**config.mk**
```make
export PLATFORM = sky130hd
export DESIGN_NAME = rtc_calendar_core_flat
export DESIGN_NICKNAME = d
export VERILOG_FILES = /design/src/rtl/rtc_calendar_core_if.sv /design/src/rtl/rtc_calendar_core.sv /design/src/flat_wrapper.sv
export SDC_FILE = /design/constraint.sdc
export NUM_CORES = 1
export LEC_CHECK = 0
export ABC_AREA = 1
export BUFFER_PORTS_ARGS = -buffer_cell sky130_fd_sc_hd__clkbuf_2
export CAP_MARGIN = 20
export CORE_MARGIN = 1.5
export CORE_UTILIZATION = 53
export DETAILED_ROUTE_END_ITERATION = 6
export GPL_ROUTABILITY_DRIVEN = 0
export PLACE_DENSITY_LB_ADDON = 0.15
export SYNTH_ARGS = -nofsm -noshare
export SYNTH_HDL_FRONTEND = slang
export SYNTH_SLANG_ARGS = --single-unit
```
**constraint.sdc**
```tcl
create_clock -name CLK_14M -period 2.95 [get_ports CLK_14M]
set_input_delay 0.1475 -clock CLK_14M [delete_from_list [all_inputs] [get_ports CLK_14M]]
set_output_delay 0.1475 -clock CLK_14M [all_outputs]
set_load 0.05 [all_outputs]
```
**src/rtl/rtc_calendar_core_if.sv**
```systemverilog
// ---------------------------------------------------------------------------
// rtc_calendar_core_if
// Slot I/O register bus between the card's DEVICE_SELECT decode and the
// calendar core.
//   ADDR     : register index (ADDRESS[3:0] of the slot I/O page)
//   SEL      : one-cycle access strobe
//   WE       : write when SEL=1, read when SEL=1 and WE=0
//   DATA_IN  : write data
//   DATA_OUT : read data, combinational from ADDR and the shadow registers
// ---------------------------------------------------------------------------
interface rtc_calendar_core_if;
    logic [3:0] ADDR;
    logic       SEL;
    logic       WE;
    logic [7:0] DATA_IN;
    logic [7:0] DATA_OUT;

    modport master (output ADDR, output SEL, output WE, output DATA_IN, input DATA_OUT);
    modport slave  (input ADDR, input SEL, input WE, input DATA_IN, output DATA_OUT);
endinterface

```
**src/rtl/rtc_calendar_core.sv**
```systemverilog
// ---------------------------------------------------------------------------
// rtc_calendar_core
// BCD calendar clock with a configurable sub-second tick, full month-length
// and leap-year rollover, coherent snapshot reads, hold mode and a
// once-per-second pulse.
//   CLK_14M   : sole clock
//   RESET     : asynchronous active-high reset
//   bus       : register bus (slave side), see rtc_calendar_core_if
//   RTC       : MiSTer 65-bit RTC vector, bit 64 toggles on a new value
//   SEC_PULSE : one-cycle pulse on every seconds increment
// ---------------------------------------------------------------------------
module rtc_calendar_core #(
    parameter int unsigned CLK_HZ  = 32'd14318180,
    parameter int unsigned TICK_HZ = 32'd60,
    parameter logic [7:0]  CENTURY = 8'h20
) (
    input  logic                CLK_14M,
    input  logic                RESET,
    rtc_calendar_core_if.slave  bus,
    input  logic [64:0]         RTC,
    output logic                SEC_PULSE
);
    localparam int unsigned DIV = CLK_HZ / TICK_HZ;
    localparam int unsigned PW  = (DIV > 32'd1) ? $clog2(DIV) : 32'd1;

    typedef struct packed {
        logic [7:0] yr;
        logic [4:0] mon;
        logic [5:0] day;
        logic [2:0] dow;
        logic [5:0] hr;
        logic [6:0] min;
        logic [6:0] sec;
    } cal_t;

    localparam cal_t CAL_RESET = '{yr: 8'h00, mon: 5'h01, day: 6'h01, dow: 3'd6,
                                   hr: 6'h00, min: 7'h00, sec: 7'h00};

    cal_t          cal_r, cal_s, shadow_r, shadow_s;
    logic [PW-1:0] presc_r, presc_s;
    logic [5:0]    subsec_r, subsec_s;
    logic          hold_r, hold_s, pending_r, pending_s;
    logic          rtc_tog_r, sec_pulse_r, sec_pulse_s;
    logic          tick_s, sec_event_s, rtc_load_s, bus_wr_s, field_wr_s, snap_s, clear_cnt_s;
    logic [3:0]    wr_nib_s;
    logic [7:0]    rd_data_s;
    logic          unused_s;

    // BCD digit increments; the tens digit simply wraps at the field width.
    function automatic logic [4:0] bcd5(input logic [4:0] v);
        return (v[3:0] == 4'd9) ? {v[4] + 1'b1, 4'd0} : {v[4], v[3:0] + 4'd1};
    endfunction
    function automatic logic [5:0] bcd6(input logic [5:0] v);
        return (v[3:0] == 4'd9) ? {v[5:4] + 2'd1, 4'd0} : {v[5:4], v[3:0] + 4'd1};
    endfunction
    function automatic logic [6:0] bcd7(input logic [6:0] v);
        return (v[3:0] == 4'd9) ? {v[6:4] + 3'd1, 4'd0} : {v[6:4], v[3:0] + 4'd1};
    endfunction
    function automatic logic [7:0] bcd8(input logic [7:0] v);
        return (v[3:0] == 4'd9) ? {v[7:4] + 4'd1, 4'd0} : {v[7:4], v[3:0] + 4'd1};
    endfunction

    // One-second advance with the whole carry chain resolved combinationally.
    function automatic cal_t cal_inc(input cal_t c);
        cal_t       r;
        logic       leap, c_min, c_hr, c_day, c_mon, c_yr;
        logic [5:0] day_max;
        // (10*tens + ones) mod 4 equals (2*tens + ones) mod 4
        leap = (({c.yr[4], 1'b0} + c.yr[1:0]) == 2'b00);
        case (c.mon)
            5'h04, 5'h06, 5'h09, 5'h11: day_max = 6'h30;
            5'h02:                      day_max = leap ? 6'h29 : 6'h28;
            default:                    day_max = 6'h31;
        endcase
        c_min = (c.sec == 7'h59);
        c_hr  = c_min && (c.min == 7'h59);
        c_day = c_hr && (c.hr == 6'h23);
        c_mon = c_day && (c.day == day_max);
        c_yr  = c_mon && (c.mon == 5'h12);
        r.sec = c_min ? 7'h00 : bcd7(c.sec);
        r.min = !c_min ? c.min : (c_hr ? 7'h00 : bcd7(c.min));
        r.hr  = !c_hr ? c.hr : (c_day ? 6'h00 : bcd6(c.hr));
        r.dow = !c_day ? c.dow : ((c.dow == 3'd6) ? 3'd0 : c.dow + 3'd1);
        r.day = !c_day ? c.day : (c_mon ? 6'h01 : bcd6(c.day));
        r.mon = !c_mon ? c.mon : (c_yr ? 5'h01 : bcd5(c.mon));
        r.yr  = !c_yr ? c.yr : ((c.yr == 8'h99) ? 8'h00 : bcd8(c.yr));
        return r;
    endfunction

    assign unused_s = ^{RTC[63:51], RTC[39:37], RTC[31:30], RTC[23:22], RTC[15], RTC[7],
                        bus.DATA_IN[6:4]};

    // Event decode, counters and the load > write > second-event priority chain.
    always_comb begin
        rtc_load_s  = RTC[64] ^ rtc_tog_r;
        bus_wr_s    = bus.SEL & bus.WE;
        field_wr_s  = bus_wr_s && (bus.ADDR >= 4'h2) && (bus.ADDR <= 4'hE);
        snap_s      = bus.SEL && !bus.WE && (bus.ADDR == 4'h0);
        tick_s      = (presc_r == PW'(DIV - 32'd1));
        sec_event_s = tick_s && (subsec_r == 6'(TICK_HZ - 32'd1));
        clear_cnt_s = rtc_load_s | field_wr_s;
        wr_nib_s    = bus.DATA_IN[3:0];

        presc_s = (clear_cnt_s || tick_s) ? {PW{1'b0}} : presc_r + PW'(1);
        if (clear_cnt_s || sec_event_s) begin
            subsec_s = 6'd0;
        end else begin
            subsec_s = tick_s ? subsec_r + 6'd1 : subsec_r;
        end

        cal_s       = cal_r;
        hold_s      = hold_r;
        pending_s   = pending_r;
        sec_pulse_s = 1'b0;
        // The snapshot captures the live value present during the read cycle.
        if (snap_s) begin
            shadow_s = cal_r;
        end else begin
            shadow_s = shadow_r;
        end

        if (rtc_load_s) begin
            cal_s.sec = RTC[6:0];
            cal_s.min = RTC[14:8];
            cal_s.hr  = RTC[21:16];
            cal_s.day = RTC[29:24];
            cal_s.mon = RTC[36:32];
            cal_s.yr  = RTC[47:40];
            cal_s.dow = RTC[50:48];
            pending_s = 1'b0;
        end else if (bus_wr_s) begin
            case (bus.ADDR)
                4'h2: begin cal_s.yr[7:4]  = wr_nib_s;      shadow_s.yr[7:4]  = wr_nib_s;      end
                4'h3: begin cal_s.yr[3:0]  = wr_nib_s;      shadow_s.yr[3:0]  = wr_nib_s;      end
                4'h4: begin cal_s.mon[4]   = wr_nib_s[0];   shadow_s.mon[4]   = wr_nib_s[0];   end
                4'h5: begin cal_s.mon[3:0] = wr_nib_s;      shadow_s.mon[3:0] = wr_nib_s;      end
                4'h6: begin cal_s.dow      = wr_nib_s[2:0]; shadow_s.dow      = wr_nib_s[2:0]; end
                4'h7: begin cal_s.day[5:4] = wr_nib_s[1:0]; shadow_s.day[5:4] = wr_nib_s[1:0]; end
                4'h8: begin cal_s.day[3:0] = wr_nib_s;      shadow_s.day[3:0] = wr_nib_s;      end
                4'h9: begin cal_s.hr[5:4]  = wr_nib_s[1:0]; shadow_s.hr[5:4]  = wr_nib_s[1:0]; end
                4'hA: begin cal_s.hr[3:0]  = wr_nib_s;      shadow_s.hr[3:0]  = wr_nib_s;      end
                4'hB: begin cal_s.min[6:4] = wr_nib_s[2:0]; shadow_s.min[6:4] = wr_nib_s[2:0]; end
                4'hC: begin cal_s.min[3:0] = wr_nib_s;      shadow_s.min[3:0] = wr_nib_s;      end
                4'hD: begin cal_s.sec[6:4] = wr_nib_s[2:0]; shadow_s.sec[6:4] = wr_nib_s[2:0]; end
                4'hE: begin cal_s.sec[3:0] = wr_nib_s;      shadow_s.sec[3:0] = wr_nib_s;      end
                4'hF: hold_s = bus.DATA_IN[7];
                default: hold_s = hold_r;
            endcase
        end else if (sec_event_s || pending_r) begin
            // A pending second and a fresh one landing together still advance only once.
            if (hold_r) begin
                pending_s = 1'b1;
            end else begin
                cal_s       = cal_inc(cal_r);
                sec_pulse_s = 1'b1;
                pending_s   = 1'b0;
            end
        end else begin
            pending_s = pending_r;
        end
    end

    // State registers.
    always_ff @(posedge CLK_14M or posedge RESET) begin
        if (RESET) begin
            cal_r       <= CAL_RESET;
            shadow_r    <= CAL_RESET;
            presc_r     <= {PW{1'b0}};
            subsec_r    <= 6'd0;
            hold_r      <= 1'b0;
            pending_r   <= 1'b0;
            rtc_tog_r   <= 1'b0;
            sec_pulse_r <= 1'b0;
        end else begin
            cal_r       <= cal_s;
            shadow_r    <= shadow_s;
            presc_r     <= presc_s;
            subsec_r    <= subsec_s;
            hold_r      <= hold_s;
            pending_r   <= pending_s;
            rtc_tog_r   <= RTC[64];
            sec_pulse_r <= sec_pulse_s;
        end
    end

    // Register read mux, ASCII digits taken from the shadow copy.
    always_comb begin
        case (bus.ADDR)
            4'h0:    rd_data_s = {4'h3, CENTURY[7:4]};
            4'h1:    rd_data_s = {4'h3, CENTURY[3:0]};
            4'h2:    rd_data_s = {4'h3, shadow_r.yr[7:4]};
            4'h3:    rd_data_s = {4'h3, shadow_r.yr[3:0]};
            4'h4:    rd_data_s = {4'h3, 3'b000, shadow_r.mon[4]};
            4'h5:    rd_data_s = {4'h3, shadow_r.mon[3:0]};
            4'h6:    rd_data_s = {4'h3, 1'b0, shadow_r.dow};
            4'h7:    rd_data_s = {4'h3, 2'b00, shadow_r.day[5:4]};
            4'h8:    rd_data_s = {4'h3, shadow_r.day[3:0]};
            4'h9:    rd_data_s = {4'h3, 2'b00, shadow_r.hr[5:4]};
            4'hA:    rd_data_s = {4'h3, shadow_r.hr[3:0]};
            4'hB:    rd_data_s = {4'h3, 1'b0, shadow_r.min[6:4]};
            4'hC:    rd_data_s = {4'h3, shadow_r.min[3:0]};
            4'hD:    rd_data_s = {4'h3, 1'b0, shadow_r.sec[6:4]};
            4'hE:    rd_data_s = {4'h3, shadow_r.sec[3:0]};
            default: rd_data_s = {hold_r, pending_r, subsec_r};
        endcase
    end

    assign bus.DATA_OUT = rd_data_s;
    assign SEC_PULSE    = sec_pulse_r;

endmodule

```
**src/flat_wrapper.sv**
```systemverilog
// flat-port wrapper written by rule: the top's interface ports become plain ports
module rtc_calendar_core_flat 
#(
    parameter int unsigned CLK_HZ  = 32'd14318180,
    parameter int unsigned TICK_HZ = 32'd60,
    parameter logic [7:0]  CENTURY = 8'h20
)
  (CLK_14M, RESET, RTC, SEC_PULSE, bus_ADDR, bus_SEL, bus_WE, bus_DATA_IN, bus_DATA_OUT);
  rtc_calendar_core_if bus_i ();
  input  logic CLK_14M;
  input  logic RESET;
  input  logic [64:0] RTC;
  output logic SEC_PULSE;
  input wire logic [$bits(bus_i.ADDR)-1:0] bus_ADDR;
  input wire logic [$bits(bus_i.SEL)-1:0] bus_SEL;
  input wire logic [$bits(bus_i.WE)-1:0] bus_WE;
  input wire logic [$bits(bus_i.DATA_IN)-1:0] bus_DATA_IN;
  output wire logic [$bits(bus_i.DATA_OUT)-1:0] bus_DATA_OUT;
  assign bus_i.ADDR = bus_ADDR;
  assign bus_i.SEL = bus_SEL;
  assign bus_i.WE = bus_WE;
  assign bus_i.DATA_IN = bus_DATA_IN;
  assign bus_DATA_OUT = bus_i.DATA_OUT;
  rtc_calendar_core #(.CLK_HZ(CLK_HZ), .TICK_HZ(TICK_HZ), .CENTURY(CENTURY)) u_core (.CLK_14M(CLK_14M), .RESET(RESET), .bus(bus_i), .RTC(RTC), .SEC_PULSE(SEC_PULSE));
endmodule
```
Word-level counts from Yosys, hierarchy flattened:

Cells that the tools add are included.

* add/sub/neg operators: 16
* order comparisons: 2
* eq/ne operators: 50
* multiplexer cells: 70
* bitwise logic cells: 4
* reduce and logical (&&, ||, !) cells: 45

Operator list (count)
* 42-bit two-way mux: 7
* 8-bit case mux with 15 select lines: 1
* 6-bit two-way mux: 12
* 4-bit equality test, second input constant: 14
* 4-bit two-way mux: 14
* 3-bit by 2-bit != test with 1-bit output, second input constant: 13
* 7-bit two-way mux: 5
* 4-bit by 1-bit adder with 4-bit output, second input constant: 7
* 4-bit AND reduction: 7
* 5-bit AND reduction: 5
* 3-bit two-way mux: 8
* 8-bit two-way mux: 3
* 4-bit nonzero test: 6
* 18-bit by 1-bit adder with 18-bit output, second input constant: 1
* 18-bit equality test, second input constant: 1
* 18-bit two-way mux: 1
* 3-bit nonzero test: 6
* 4-bit by 3-bit equality test with 1-bit output, second input constant: 4
* 5-bit two-way mux: 3
* 7-bit equality test, second input constant: 2
* 6-bit equality test, second input constant: 2
* 6-bit case mux with 2 select lines: 1
* 1-bit two-way mux: 11
* 5-bit by 3-bit equality test with 1-bit output, second input constant: 2
* other kinds (31): 51

* bits in registers: 112
* input bits: 81

Logic depth before layout (Yosys ltp):

Gate-level depths: netlist of the first run.

* word-level depth: 17
* mapped depth: 15
* depth with buffers taken out: 15

Worst setup path after synthesis of the first run:

Ideal clock, no wire load.

* path kind: register -> register
* start: register u_core.cal_r[8] in the netlist's numbering
* end: register u_core.cal_r[34] in the netlist's numbering
* arrival time: 1.622 ns
* data required time: 2.822 ns
* slack: 1.200 ns
* stages on the path, launching flop included: 14
* buffers on the path: 0
* period minus slack after synthesis: 1.750 ns
* cells stage by stage: dfrtp_1 > inv_1 > ha_1 > nand3_2 > nor2_4 > nand3_4 > nor2_8 > nand2_4 > nor2_8 > nand3_2 > nand2_4 > nand3_4 > nand2_1 > o21ai_1

* word-level cells in the longest chain between the ends: 7

Ends and longest elaborated chain
* start: declaration: RTL line rtc_calendar_core.sv:39 `cal_t cal_r, cal_s, shadow_r, shadow_s;`
* start signal: assignment: RTL line rtc_calendar_core.sv:175 `cal_r <= cal_s;`
* 7-bit equality test: RTL line rtc_calendar_core.sv:76 `c_hr = c_min && (c.min == 7'h59);`
* 1-bit logical AND: RTL line rtc_calendar_core.sv:76
* 1-bit logical AND: RTL line rtc_calendar_core.sv:77 `c_day = c_hr && (c.hr == 6'h23);`
* 1-bit logical AND: RTL line rtc_calendar_core.sv:78 `c_mon = c_day && (c.day == day_max);`
* 1-bit logical AND: RTL line rtc_calendar_core.sv:79 `c_yr = c_mon && (c.mon == 5'h12);`
* 3-bit nonzero test (no source line)
* 4-bit AND reduction (no source line)

No other way between the ends.
A chain may end at the register's enable or synchronous reset.

Worst setup path in the final report of the first run:

* start: input RTC[64]
* end: register u_core.cal_r[25] in the netlist's numbering

* word-level cells in the longest chain between the ends: 3

Ends and longest elaborated chain
* start: declaration: RTL line flat_wrapper.sv:12 `input logic [64:0] RTC;`
* 1-bit bitwise XOR *: RTL line rtc_calendar_core.sv:95 `rtc_load_s = RTC[64] ^ rtc_tog_r;`
* 3-bit by 2-bit != test with 1-bit output (no source line) (tied with other cells)
* 4-bit AND reduction (no source line)

Mark *: on every way between the ends. The rest lies on a longest branch, timed or not.

==> results.json, run 1 <==
{
  "status": "finished clean",
  "finalCritPeriodShare_pct": 72.4,
  "drv_slew": 0,
  "nets": 1089,
  "crit_path_cell_trace": "dlygate4sd3_1 -> clkbuf_2 -> inv_1 -> nand2_1 -> nand2_1 -> buf_4 -> nand2_1 -> inv_1 -> nor2_1 -> nor2_1 -> a21boi_1",
  "cts_buffers": 9,
  "r2r-end": "u_core.cal_r[25]$_DFFE_PP0P_",
  "synth-edff-count": 0,
  "cts.sinks": 112,
  "arrival_ns": 2.39,
  "power_density_mw_per_mm2": 621,
  "reg2reg_depth": 9,
  "endpoint": "u_core.cal_r[25]$_DFFE_PP0P_",
  "n_antenna_cell": 0,
  "cts_tree": "done",
  "min_path_type": "primary input to flop",
  "rows": 42,
  "setup-violations-final": 0,
  "ant_nets": 0,
  "slowest_delay_ns": 0.53,
  "drtIter0Drc": 800,
  "grt_pass1_vias": 6248,
  "grt_setup_unrepaired": "no",
  "drc_errors": 0,
  "yosys.area.top_type": "dfrtp_1",
  "ir_worst_vdd_mv": 0.572,
  "yosysSeqAreaShare_pct": 39.2,
  "cts_root_buffer": "clkbuf_16",
  "hold_viol": 0,
  "multi_input_area_sq_mm": 0.00380,
  "critPathKind": "primary input to flop",
  "post-cts-setup-buffer-count": 0,
  "worstMarginPinSlew_ns": 0.820,
  "ys_top_cells_by_count": "nand2_1, nor2_1, dfrtp_1",
  "h-tree-depth": 3,
  "start_util_pct": 54.1,
  "layout_setup_ws_ns": 0.815,
  "netlist_top_cells_area": "dfrtp_1, nand2_1, nor2_1",
  "hold_buffers": 2,
  "num_vias": 6708,
  "detailed_place_hpwl_um": 14200,
  "synth_nets": 1027,
  "setup.worst_path.start_class": "primary input",
  "reg2reg_slack_ns": 0.87,
  "final.min_clock_period_ns": 2.13,
  "die_y_um": 119,
  "avgRoutedWirePerCell_um": 17.0,
  "wirelength_um": 19900,
  "syn_inst": 927,
  "tns_ns": 0,
  "clockBufferDepth": 2,
  "synth_most_common_cell": "nand2_1",
  "post-place-ws_ns": 0.875,
  "critPathCaptureType": "flop",
  "core_area_sq_mm": 0.0132,
  "post_cts_resized": 0,
  "grt_max_degree": 60,
  "p_leak_nw": 3.74,
  "dieArea_sq_mm": 0.0142,
  "slowest_stage": "dlygate4sd3_1",
  "fp.dieW_um": 119,
  "dpl_cell_area_sq_mm": 0.00768,
  "fmax_mhz": 468,
  "nFillCells": 1283,
  "synth_top_area_share_pct": 36.3,
  "area_growth_pct": 11.9,
  "syn_area_sq_mm": 0.00717,
  "fin_skew_ns": 0.00875,
  "seq_area_sq_mm": 0.00281,
  "port_buffers": 64,
  "pin_count": 90,
  "drive_gt1_share_pct": 18.1,
  "antenna_found_initial": 0,
  "synthArstFlopShare_pct": 100,
  "synthDistinctLibCells": 60,
  "slew_headroom_pct": 45.2,
  "required_ns": 3.21,
  "grt_pass1_wl_um": 32300,
  "critical_path.most_common_cell": "nand2_1",
  "grt.overflow.total": 0,
  "viasPerCell": 5.73,
  "final_area_sq_mm": 0.00802,
  "ys_ff_latch": 112,
  "syn_avg_cell_area_sq_um": 7.73,
  "total_power_w": 0.00498,
  "clkLatencyLatePin_ns": 0.37,
  "worst_r2r_startpoint": "u_core.rtc_tog_r$_DFF_PP0_",
  "firstDrtPassIters": 5,
  "yosysWarnings": 0,
  "cp_max_fo": 37,
  "grt.total_usage_pct": 29.2,
  "dominantRegCellSynth": "dfrtp_1",
  "maxCapViolations": 0,
  "path_clk_slew_ns": 0.07,
  "critPathLaunch": "RTC[64]"
}
==> worst max-delay path, delay by kind of cell <==
kind | cells | cell delay, ns
buffers and inverters | 5 | 1.38
and+or+nand+nor | 5 | 0.78
AOI/OAI and AO/OA | 1 | 0.07
==> registers in the layout (all words and copies together) (netlist names) <==
signal and flops:
u_core.hold_r 1, u_core.SEC_PULSE 1, u_core.pending_r 1, u_core.subsec_r 6
u_core.shadow_r 42, u_core.presc_r 18, u_core.cal_r 42, u_core.rtc_tog_r 1
==> layout make-up <==
class	count	share of cell area (%)
clock buffers	9	2.81
clock inverters	7	1.19
inverters	113	5.46
multi-input cells	677	47.4
flip-flops and latches	112	35.1
well taps	176	2.75
repair buffers	76	5.33
==> logic make-up after synthesis <==
kind of cell | Yosys count | share of synthesized area (%)
and+or+nand+nor | 410 | 27.8
AOI/OAI and AO/OA | 230 | 19.7
buffers and inverters | 138 | 7.70
DFF | 112 | 39.2
adders and majority gates | 19 | 3.32
xor gates and xnor gates | 18 | 2.20
==> per-layer routing <==
| metal | global-route usage, % | vias up | routed length, um |
|---|---|---|---|
| met4 | 9.94 | 0 | 432 |
| li1 | - | 3266 | - |
| met5 | 0 | - | 0 |
| met3 | 5.27 | 36 | 1230 |
| met2 | 45.5 | 231 | 9130 |
| met1 | 41.2 | 3175 | 9160 |
==> worst min path at each step <==
stage,from,endpoint,slack (ns),depth (start not counted)
detailed placement,RTC[64],u_core.rtc_tog_r$_DFF_PP0_,0.29,1
finish,RTC[25],u_core.cal_r[24]$_DFFE_PP0P_,0.03,3
global route,RTC[24],u_core.cal_r[23]$_DFFE_PP1P_,0.05,3
CTS,RTC[25],u_core.cal_r[24]$_DFFE_PP0P_,0.03,3
floorplan,RTC[64],u_core.rtc_tog_r$_DFF_PP0_,0.18,0
global placement,RTC[64],u_core.rtc_tog_r$_DFF_PP0_,0.28,1
==> report_power, final <==
group          internal (W)  total [W]  switching (W)
clock network      0.000747    0.00135       0.000607
registers           0.00191    0.00227       0.000362
logic              0.000532    0.00136       0.000829
total               0.00318    0.00498        0.00180
==> stage by stage <==
step,cells,hold WS (ns),util [%]
floorplan,927,0.179,-
global placement,1152,0.285,58.0
detailed placement,1152,0.286,58.0
CTS,1170,0.0254,60.6
global route,1170,0.0480,60.6
finish,1170,0.0264,60.6
==> placed cells by master, fill, tap and decap left out, types with 4 or more instances in the layout <==
cell type and instances:
inv_2 25, o21a_1 5, o22ai_1 42, dfrtp_1 104
o221ai_1 4, nor2_1 111, nand2_1 177, o21ai_1 69
xor2_1 13, nand2_2 5, nor2_2 11, a21oi_1 20
clkinv_2 4, nor3b_1 4, dfstp_2 8, nand4_1 8
nand2_4 4, nand3_1 34, xnor2_1 5, nor2_4 5
ha_1 19, a22o_1 7, clkbuf_2 64, o21ai_0 39
a221oi_1 6, buf_4 9, nand3_4 6, nor3_1 25
o211ai_1 15, nand3_2 6, clkbuf_16 9, inv_1 84
Note: power is estimated with default switching activity, not from simulation.
==> run 2: changes to the inputs <==
Settings changed: CORE_UTILIZATION 53 to 55.
Clock period 2.95 ns to 2.2 ns, I/O delays scaled along.
==> run 2 against run 1 <==
Count of clock-buffer cells in the layout is the same. Critical endpoint is now u_core.cal_r[33]$_DFFE_PP0P_. Sequential power grew 33%. Flip-flop and latch count is the same. Clock power grew 28%. Via count grew 0.78%. First-iteration DRC count grew 3.8%. Power grew 33%. Clock skew shrank 0.0014 ns. Combinational power grew 36%. Sequential share of layout area shrank 0.31 points. Critical path depth grew 4.
==> results.json, run 2 (synthesis results as in run 1) <==
{
  "status": "finished clean",
  "p_sw_w": 0.00242,
  "grt.overflow.total": 0,
  "cts.sinks": 112,
  "nets": 1100,
  "arrival_ns": 2.27,
  "grt_pass1_vias": 6120,
  "intPower_w": 0.00418,
  "r2r-end": "u_core.cal_r[33]$_DFFE_PP0P_",
  "final_cell_mix": "nand2_1, nor2_1, dfrtp_1",
  "fp.dieW_um": 117,
  "h-tree-depth": 3,
  "fmax_mhz": 499,
  "critical_path.most_common_cell": "nand2_1",
  "layout_setup_ws_ns": 0.194,
  "slowest_stage": "dfrtp_1",
  "clkLatencyLatePin_ns": 0.37,
  "drive_gt1_share_pct": 18.7,
  "reg2reg_depth": 15,
  "rows": 41,
  "setup.worst_path.start_class": "flop",
  "reg2reg_slack_ns": 0.19,
  "nFillCells": 1164,
  "ant_nets": 0,
  "dpl_cell_area_sq_mm": 0.00774,
  "cts_root_buffer": "clkbuf_16",
  "min-delay-start": "RTC[6]",
  "cts_tree": "done",
  "avgRoutedWirePerCell_um": 16.6,
  "worst_r2r_startpoint": "u_core.cal_r[1]$_DFFE_PP0P_",
  "min_path_type": "primary input to flop",
  "grt_pass1_wl_um": 31400,
  "num_vias": 6760,
  "drv_slew": 0,
  "antenna_found_initial": 0,
  "grt_max_degree": 101,
  "required_ns": 2.46,
  "p_comb_share_pct": 28.0,
  "firstDrtPassIters": 5,
  "port_buffers": 64,
  "start_util_pct": 56.6,
  "post-place-ws_ns": 0.218,
  "p_leak_nw": 3.78,
  "dieArea_sq_mm": 0.0137,
  "cts_buffers": 9,
  "die_y_um": 117,
  "area_growth_pct": 12.9,
  "final_area_sq_mm": 0.00809,
  "tns_ns": 0,
  "path_clk_slew_ns": 0.08,
  "clkPwrFrac_pct": 26.1,
  "reg_top3": "u_core.cal_r x42, u_core.shadow_r x42, u_core.presc_r x18",
  "finalCritPeriodShare_pct": 91.2,
  "seqPwrFrac_pct": 45.9,
  "maxCapViolations": 0,
  "worstMarginPinSlew_ns": 0.792,
  "utilization_pct": 63.9,
  "holdPathStages": 3,
  "switching_share_pct": 36.7,
  "grt_setup_unrepaired": "no",
  "hold_end": "u_core.cal_r[6]$_DFFE_PP0P_",
  "critPathCaptureType": "flop",
  "drtIter0Drc": 830,
  "grt.total_usage_pct": 30.2,
  "cp_max_fo": 6,
  "crit_path_cell_trace": "inv_1 -> ha_1 -> nand3_4 -> nor2_4 -> nand3_4 -> nor2_8 -> nand2_4 -> nor2_8 -> nand2_4 -> nand2_4 -> nand2_1 -> nor2_2 -> nand2_1 -> nand2_1 -> nand2_1",
  "drc_errors": 0,
  "final.min_clock_period_ns": 2.01,
  "dp_cells": 1156,
  "core_area_sq_mm": 0.0127,
  "ir_worst_vdd_mv": 0.496,
  "critPathKind": "flop to flop",
  "pin_count": 90,
  "wirelength_um": 19500,
  "n_antenna_cell": 0,
  "critPathLaunch": "u_core.cal_r[1]$_DFFE_PP0P_",
  "slowest_delay_ns": 0.43,
  "detailed_place_hpwl_um": 14100,
  "clockBufferDepth": 2,
  "power_density_mw_per_mm2": 816,
  "setup-violations-final": 0,
  "hold_viol": 0,
  "viasPerCell": 5.74,
  "slew_headroom_pct": 47.1,
  "layout.cells.non_filler": 1177,
  "fin_skew_ns": 0.00730,
  "final_common_cell": "nand2_1"
}
==> run 2: cell count changes in the layout (fill, tap and decap cells not counted), sizes merged <==
| cell | previous run | this run |
|---|---|---|
| dlygate4sd3 | 2 | 5 |
| clkinv | 5 | 4 |
| buf | 10 | 18 |
| inv | 111 | 113 |
| bufinv | 2 | 1 |
==> run 2: power groups by stage <==
stage / logic (W) / registers, W / clock network (W)
after floorplan: 0.00143 / 0.00291 / 0
after global placement: 0.00178 / 0.00305 / 0
after detailed placement: 0.00182 / 0.00305 / 0
after CTS: 0.00183 / 0.00302 / 0.00174
after global routing: 0.00210 / 0.00310 / 0.00183
final: 0.00185 / 0.00303 / 0.00173
==> run 2: worst max-delay path by stage <==
stage	end	slack, ns	depth (start not counted)
floorplan	u_core.cal_r[34]$_DFFE_PP0P_	0.45	13
global placement	u_core.cal_r[33]$_DFFE_PP0P_	0.24	15
detailed placement	u_core.cal_r[33]$_DFFE_PP0P_	0.22	15
CTS	u_core.cal_r[33]$_DFFE_PP0P_	0.20	15
global route	u_core.cal_r[33]$_DFFE_PP0P_	0.006	15
finish	u_core.cal_r[33]$_DFFE_PP0P_	0.19	15
==> run 2: area by class of cell <==
| class | instances | area [sq um] | share of cell area, % |
|---|---|---|---|
| clock buffers | 9 | 225 | 2.78 |
| flip-flops and latches | 112 | 2810 | 34.8 |
| well taps | 172 | 215 | 2.66 |
| inverters | 113 | 438 | 5.41 |
| repair buffers | 87 | 518 | 6.40 |
| clock inverters | 7 | 77.6 | 0.958 |
| multi-input cells | 677 | 3810 | 47.0 |
==> run 2: stage by stage <==
step / power, W / hold WS, ns
floorplan: 0.00434 / 0.141
global placement: 0.00482 / 0.0846
detailed placement: 0.00487 / 0.0886
CTS: 0.00659 / 0.00384
global route: 0.00703 / 0.0242
finish: 0.00661 / 0.0141
==> run 2: repair_timing <==
item / CTS / global route
resized for setup: 0 / 1
setup endpoints to repair: 0 / 1
setup buffers: 0 / 0
hold endpoints to repair: 16 / 0
hold buffers: 5 / 0
==> run 2: routing by layer <==
layer	track usage, %	vias to the layer above	part of all wire (%)
met4	8.84	0	1.7
met1	43.9	3168	47
met3	5.92	32	6.9
met2	45.9	263	45
li1	-	3297	-
met5	0	-	0
==> run 2: critical path: cells and delay by family (launching register included) <==
| kind | cells | cell delay [ns] |
|---|---|---|
| flip-flops | 1 | 0.43 |
| adder cells (fa/ha/maj) | 1 | 0.18 |
| buffers and inverters | 1 | 0.07 |
| AND/OR/NAND/NOR | 13 | 1.22 |
